**src/rtl/cpu_dbg_pkg.sv**
```systemverilog
// Shared CPU debug definitions: register file geometry and scan FSM states.
package cpu_dbg_pkg;

  localparam int NREGS = 32;
  localparam int AW    = 5;
  localparam int DW    = 32;

  typedef enum logic [1:0] {
    IDLE = 2'd0,
    READ = 2'd1,
    SEND = 2'd2,
    DONE = 2'd3
  } state_t;

endpackage

```
**src/rtl/rf_scan_reader.sv**
```systemverilog
// Register file scan reader: walks first..last (wrapping mod NREGS) through
// one RF read port and streams captured values as idx/data beats.
module rf_scan_reader
  import cpu_dbg_pkg::*;
(
  input  logic          clk,
  input  logic          rst,
  input  logic          start,
  input  logic          abort,
  input  logic [AW-1:0] first,
  input  logic [AW-1:0] last,
  output logic [AW-1:0] rf_addr,
  input  logic [DW-1:0] rf_data,
  output logic          out_valid,
  input  logic          out_ready,
  output logic [AW-1:0] out_idx,
  output logic [DW-1:0] out_data,
  output logic          busy,
  output logic          done
);

  state_t        r_state;
  state_t        w_next;
  logic [AW-1:0] r_idx;
  logic [AW-1:0] r_end_idx;
  logic [AW-1:0] r_out_idx;
  logic [DW-1:0] r_out_data;
  logic          w_hs;
  logic          w_last;

  assign w_hs   = (r_state == SEND) && out_ready;
  assign w_last = (r_idx == r_end_idx);

  // State register.
  always_ff @(posedge clk or posedge rst) begin
    if (rst) r_state <= IDLE;
    else     r_state <= w_next;
  end

  // Next-state logic; abort overrides every transition.
  always_comb begin
    w_next = r_state;
    case (r_state)
      IDLE: if (start) w_next = READ;
      READ: w_next = SEND;
      SEND: if (w_hs) w_next = w_last ? DONE : READ;
      DONE: w_next = IDLE;
      default: w_next = IDLE;
    endcase
    if (abort) w_next = IDLE;
  end

  // Index walk and beat capture. An aborted cycle leaves all data untouched;
  // the FSM alone discards the partial scan.
  always_ff @(posedge clk or posedge rst) begin
    if (rst) begin
      r_idx      <= '0;
      r_end_idx  <= '0;
      r_out_idx  <= '0;
      r_out_data <= '0;
    end else if (!abort) begin
      case (r_state)
        IDLE: if (start) begin
          r_idx     <= first;
          r_end_idx <= last;
        end
        READ: begin
          r_out_idx  <= r_idx;
          r_out_data <= rf_data;
        end
        SEND: if (w_hs && !w_last) r_idx <= r_idx + AW'(1);
        default: ;
      endcase
    end
  end

  assign rf_addr   = r_idx;
  assign out_valid = (r_state == SEND);
  assign out_idx   = r_out_idx;
  assign out_data  = r_out_data;
  assign busy      = (r_state == READ) || (r_state == SEND);
  assign done      = (r_state == DONE);

endmodule

```
**config.mk**
```make
export PLATFORM = sky130hd
export DESIGN_NAME = rf_scan_reader
export DESIGN_NICKNAME = d
export VERILOG_FILES = /design/src/rtl/cpu_dbg_pkg.sv /design/src/rtl/rf_scan_reader.sv
export SDC_FILE = /design/constraint.sdc
export NUM_CORES = 1
export LEC_CHECK = 0
export ABC_AREA = 1
export CAP_MARGIN = 0
export CORE_ASPECT_RATIO = 0.7
export CORE_UTILIZATION = 43
export DETAILED_ROUTE_END_ITERATION = 12
export PLACE_DENSITY = 0.9
export SYNTH_ARGS = -nofsm -noshare
export SYNTH_HDL_FRONTEND = slang
export SYNTH_SLANG_ARGS = --single-unit
```
**constraint.sdc**
```tcl
create_clock -name clk -period 1.8 [get_ports clk]
set_input_delay 0.36 -clock clk [delete_from_list [all_inputs] [get_ports clk]]
set_output_delay 0.36 -clock clk [all_outputs]
set_load 0.01 [all_outputs]
```
Yosys cells after proc, flatten, opt, wreduce, memory -nomap -nowiden
Index checks and enable logic that the tools add are counted.
- input port bits: 47
- register bits: 49
- logic and storage cells: 33
- output and inout bits: 45
- bitwise gates (word level): 1
- reductions and logical operators: 10
- eq/ne operators: 8
- $add $sub $neg: 1
- multiplexer cells: 8
- operators by type and width (operator ; count):
    two-way mux 5 bit ; 2
    case mux 5 bit (2 select lines) ; 1
    two-way mux 2 bit ; 4
    case mux 2 bit (4 select lines) ; 1
    adder 5 x 1 -> 5 bit, second input constant ; 1
    == test 5 bit ; 1
    == test 2 bit, second input constant ; 2
    AND reduction 2 bit ; 2
    AND reduction 4 bit ; 1
    != test 3 x 2 -> 1 bit, second input constant ; 1
    != test 3 bit, second input constant ; 1
    AND reduction 3 bit ; 1
    == test 2 x 1 -> 1 bit, second input constant ; 1
    logical AND 1 bit ; 2
    zero test 2 bit ; 1
    != test 2 x 1 -> 1 bit, second input constant ; 1
    != test 2 bit, second input constant ; 1
    nonzero test 2 bit ; 1
    zero test 1 bit ; 1
    logical OR 1 bit ; 1
    NOT 1 bit ; 1

Logic depth before layout (Yosys ltp)
Gate-level depths: netlist (run 1).
- word-level depth: 5
- depth in mapped cells: 9
- mapped depth without buffers: 8

Least setup slack after synthesis (run 1)
OpenSTA, ideal clock, no wires.
- path kind: register to register
- from: register r_state[0]
- to: register r_idx[0], in the netlist rf_addr[0]
- arrival time: 1387 ps
- period minus slack after synthesis: 1504 ps
- setup slack: 296 ps
- data required time: 1683 ps
- stages on the path, launching flop included: 10
- cell sequence: dfrtp_1 > inv_1 > ha_1 > buf_2 > nand2_1 > o211ai_2 > nor2_4 > nand2_4 > nand2_1 > nand2_1
- cells in the longest elaborated chain, start to end: 5
- elaborated cells between the ends (all ways): 9
- ends and longest elaborated chain (item ; line ; source):
    start, declared ; rf_scan_reader.sv:22 ; state_t r_state;
    start signal, assigned ; rf_scan_reader.sv:37 ; else r_state <= w_next;
    == test 2 bit * ; -- ;
    net out_valid ; rf_scan_reader.sv:14 ; output logic out_valid,
    logical AND 1 bit ; rf_scan_reader.sv:31 ; assign w_hs = (r_state == SEND) && out_ready;
    logical AND 1 bit ; rf_scan_reader.sv:71 ; SEND: if (w_hs && !w_last) r_idx <= r_idx + AW'(1);
    != test 2 x 1 -> 1 bit (no line) ; -- ;
    AND reduction 4 bit (no line) ; -- ;
    end signal, assigned ; rf_scan_reader.sv:64 ; r_idx <= first;
    end signal, assigned ; rf_scan_reader.sv:71 ;
    end, declared ; rf_scan_reader.sv:24 ; logic [AW-1:0] r_idx;
Mark *: on every way through the listed nets, which the timed path passes. The rest lies on a longest branch.
A chain may end at the register's enable or synchronous reset.

Final worst setup path (run 1)
- from: register r_idx[3], in the netlist rf_addr[3]
- to: output port rf_addr[3]
- RTL lines (item ; line ; source):
    end, declared ; rf_scan_reader.sv:12 ; output logic [AW-1:0] rf_addr,
No word-level cell between the ends.

==> flow_summary.rst, run 1 <==
.. list-table::
   :header-rows: 1

   * - Metric
     - Value
   * - Run status
     - complete, no violations
   * - Ports placed on the boundary
     - just over 90
   * - Total number of vias
     - 1736
   * - Dominant combinational cell family by area after synthesis
     - multiplexers
   * - Commonest register cell after synthesis
     - dfrtp_1
   * - Synth cell count leaders
     - dfrtp_1, nand2_1, mux2_1
   * - Number of placed instances with taps included
     - around 360
   * - Fill count
     - between 300 and 400
   * - Maxcap violations
     - 0
   * - Design area
     - between 3000 and 4000 um^2
   * - Largest net degree at the start of global routing
     - 50
   * - Die height
     - 62.4 um
   * - Wire per inst
     - about 13 um
   * - Final critical-path share of the clock period
     - 0.969
   * - Synth Area in Compound Gates
     - 0.0369
   * - Share of the yosys chip area belonging to registers
     - 0.547
   * - Simple-gate share of the synthesized area
     - 0.161
   * - Area of the die
     - about 5500 um^2
   * - DP Area
     - 3260 um^2
   * - Unique masters post-synth
     - 22
   * - Total power density per cell area
     - 1660 nW/um^2
   * - HPWL after DPL
     - approximately 3700 um
   * - Setup total negative slack
     - 0 ns
   * - Maximum net fanout on the critical path
     - 7
   * - Total Routing Usage GR
     - 0.194
   * - Slew at the pin closest to its max-slew limit
     - 0.280 ns
   * - Clock sink count
     - approximately 50
   * - Slack of the worst reg-to-reg path
     - approximately 0.15 ns
   * - Rows
     - 21
   * - Total wirelength of the detailed-routed design
     - between 4000 and 5000 um
   * - Slowest cell delay on critical path
     - ~0.6 ns
   * - Initial drt markers
     - 45
   * - Biggest area contributors in the synthesized netlist
     - dfrtp_1, mux2_1, nand2_1, ha_1, nand3_1
   * - Element type at the critical path end
     - primary output
   * - Worst Path Class, Setup
     - register to primary output
   * - Clock root buffer master
     - clkbuf_8
   * - TritonCTS clock tree
     - built
   * - Worst path cell trace
     - clkdlybuf4s50_1
   * - Post-Synthesis Cell Area
     - 2240 um^2
   * - Number of buffers created by CTS
     - 5
   * - Leakage dissipation
     - about 1.5 nW
   * - Global-route wire length before repair
     - between 8000 and 9000 um
   * - Post-layout instance count excluding filler cells
     - 369
   * - Number of antenna violations at the first check in global routing
     - 0
   * - YS warnings
     - 0
   * - CP max stage cell
     - clkdlybuf4s50_1
   * - # diodes
     - 0
   * - VDD IR max
     - 0.822 mV
   * - Most instantiated library cell after synthesis
     - dfrtp_1
   * - Data required time of the critical path
     - approximately 1.4 ns
   * - Remaining number of nets flagged by the antenna check after routing
     - 0
   * - DRC viols
     - 0
   * - Crit path buf inv count
     - 1
   * - Iteration count of the initial detailed-routing pass
     - 4
   * - Proportion of synthesized area in mux cells
     - 0.166
   * - Hold Violations, Final
     - 0
   * - Mapped Avg Cell Area
     - 11.3 um^2
   * - Area growth, synth to finish
     - 51.1%
   * - Count of mapped cells out of synthesis
     - slightly below 200
   * - H-tree Lvls
     - 2
   * - Setup violators final
     - 0
   * - Worst-case headroom to the max-slew limit
     - 0.811
   * - Max Clk Rate
     - around 570 MHz
   * - Minimum clock period
     - between 1.5 and 2 ns
   * - Share of flip-flops with an asynchronous set or reset
     - 1.00
   * - Nets@finish
     - roughly 350
   * - Bufs on Longest Clock Path
     - 2
   * - Classification of the worst-slack hold path
     - input port to asynchronous set/reset pin
   * - Share of Yosys cell area claimed by the top area cell type
     - 0.547
   * - Core Footprint
     - just under 5000 um^2
   * - Chip width
     - around 90 um
   * - Fraction of synthesized cell area in xor and xnor cells
     - 0.00391
   * - # port buffers
     - 91
   * - Synthesis-stage register bit count
     - between 40 and 50
   * - Effective utilization at floorplan
     - 0.458
   * - Yosys top cell by area
     - dfrtp_1
   * - Clock transition at the register clock pins on the worst setup and hold paths after CTS
     - roughly 0.080 ns
   * - Final weighted congestion in routability-driven placement
     - 0.859
   * - Share of layout cells above drive strength 1
     - 0.117
   * - RSZ-0062 raised after global routing
     - false
   * - Arrival time of the worst setup path
     - 1.38 ns
   * - Cell class contributing the biggest share of worst-path delay
     - buffers and inverters
   * - Final number of max-transition violations
     - 0
   * - Post-Synthesis Net Count
     - roughly 250
   * - Maximum clock skew at final layout
     - slightly above 0.005 ns
   * - Via density per instance
     - around 4.7
   * - Clock latency at the later pin of the worst-skew pair
     - approximately 0.29 ns
   * - Sort of element at the start of the critical path
     - register
   * - Post-synth EDFFs
     - 0
   * - Number of global-route vias before repair
     - around 1700
   * - Adder-cell share of the synthesized area
     - 0.0335
   * - Global route total overflow
     - 0
## repair_timing
item | in CTS | in global routing
hold buffers | 0 | 0
setup endpoints to repair | 3 | 0
setup buffers | 2 | 0
resized for setup | 3 | 0
## final cells by class
type                       instances  area (um^2)  share of cell area
clock buffer                       6         72.6              0.0214
clock inverter                     2         38.8              0.0115
inverter                          16         60.1              0.0178
multi-input combinational        127          900               0.266
sequential                        49         1230               0.362
tap                               69         86.3              0.0255
timing repair buffer             100         1000               0.295
## sequential cells by signal (all words and copies together) (netlist names)
name       flops
r_state        2
out_data      32
rf_addr        5
r_end_idx      5
out_idx        5
## kinds of logic after synthesis
family | Yosys count
buffers and inverters | 22
adders and majority gates | 6
DFF | 49
and+or+nand+nor | 72
muxes | 33
xor gates and xnor gates | 1
AOI/OAI and AO/OA | 15
## routing by layer
| metal | vias up | GRT usage | routed length [um] |
|---|---|---|---|
| met2 | 67 | 0.300 | 2170 |
| met4 | 0 | 0.0585 | 37 |
| li1 | 853 | - | - |
| met5 | - | 0 | 0 |
| met1 | 811 | 0.265 | 2290 |
| met3 | 5 | 0.0555 | 371 |
## where the power goes
group          internal [mW]  total [mW]  switching [mW]
combinational           1.57        2.86            1.28
clock                  0.417       0.765           0.348
sequential              1.66        2.00           0.336
total                   3.65        5.62            1.97
## metrics by stage
stage	hold slack (ns)	power [mW]	util	worst slack, ns
global placement	0.466	4.78	0.667	0.139
detailed placement	0.472	4.90	0.667	0.0987
floorplan	0.492	3.47	-	0.267
global route	0.421	6.05	0.692	0.0110
finish	0.407	5.62	0.692	0.0557
CTS	0.419	5.69	0.692	0.0447
## worst min-delay path, delay by kind of cell
kind / cells / cell delay (ns)
buf+inv: 3 / 0.72
## cells in the final DEF (no fill, tap or decap)
cell             synthesis  final
nand3_4                  1      1
a21oi_1                  5      5
mux2_1                  30     30
nand2_2                  3      3
mux2_2                   3      3
bufinv_16                0      1
clkbuf_1                 1      1
nor2_1                   7      7
clkdlybuf4s50_1          0     88
nor2_4                   4      4
nand3_2                  1      1
buf_12                   0      2
buf_4                    0      7
dlygate4sd2_1            0      3
dfrtp_1                 49     49
o21ai_0                  9      9
nand3_1                 11     11
clkbuf_8                 0      5
xnor2_1                  1      1
inv_2                    3      4
o211ai_2                 1      1
ha_1                     6      6
clkinv_4                 0      1
nand2_1                 41     41
nand4_1                  2      2
nand2_4                  2      2
inv_1                   13     12
## path summary, 6_finish.rpt
path,startpoint,to,depth (start not counted)
worst max-delay path,rf_addr[3],rf_addr[3],1
worst min-delay path,rst,out_data[2],3
worst max register to register,r_state[1],rf_addr[3],9
worst min register to register,out_idx[4],out_idx[4],2
max in group asynchronous,rst,out_data[24],3
min in group clk,out_idx[4],out_idx[4],2
Note: power is estimated with default switching activity, not from simulation.
==> run 2: changes to the inputs <==
--- a/config.mk
+++ b/config.mk
@@ -6,7 +6,7 @@
 export NUM_CORES = 1
 export LEC_CHECK = 0
 export ABC_AREA = 1
-export CAP_MARGIN = 0
+export CAP_MARGIN = 20
 export CORE_ASPECT_RATIO = 0.7
 export CORE_UTILIZATION = 43
 export DETAILED_ROUTE_END_ITERATION = 12
==> results of run 2 <==
The final DEF is identical to that of run 1; final timing and power are the same.
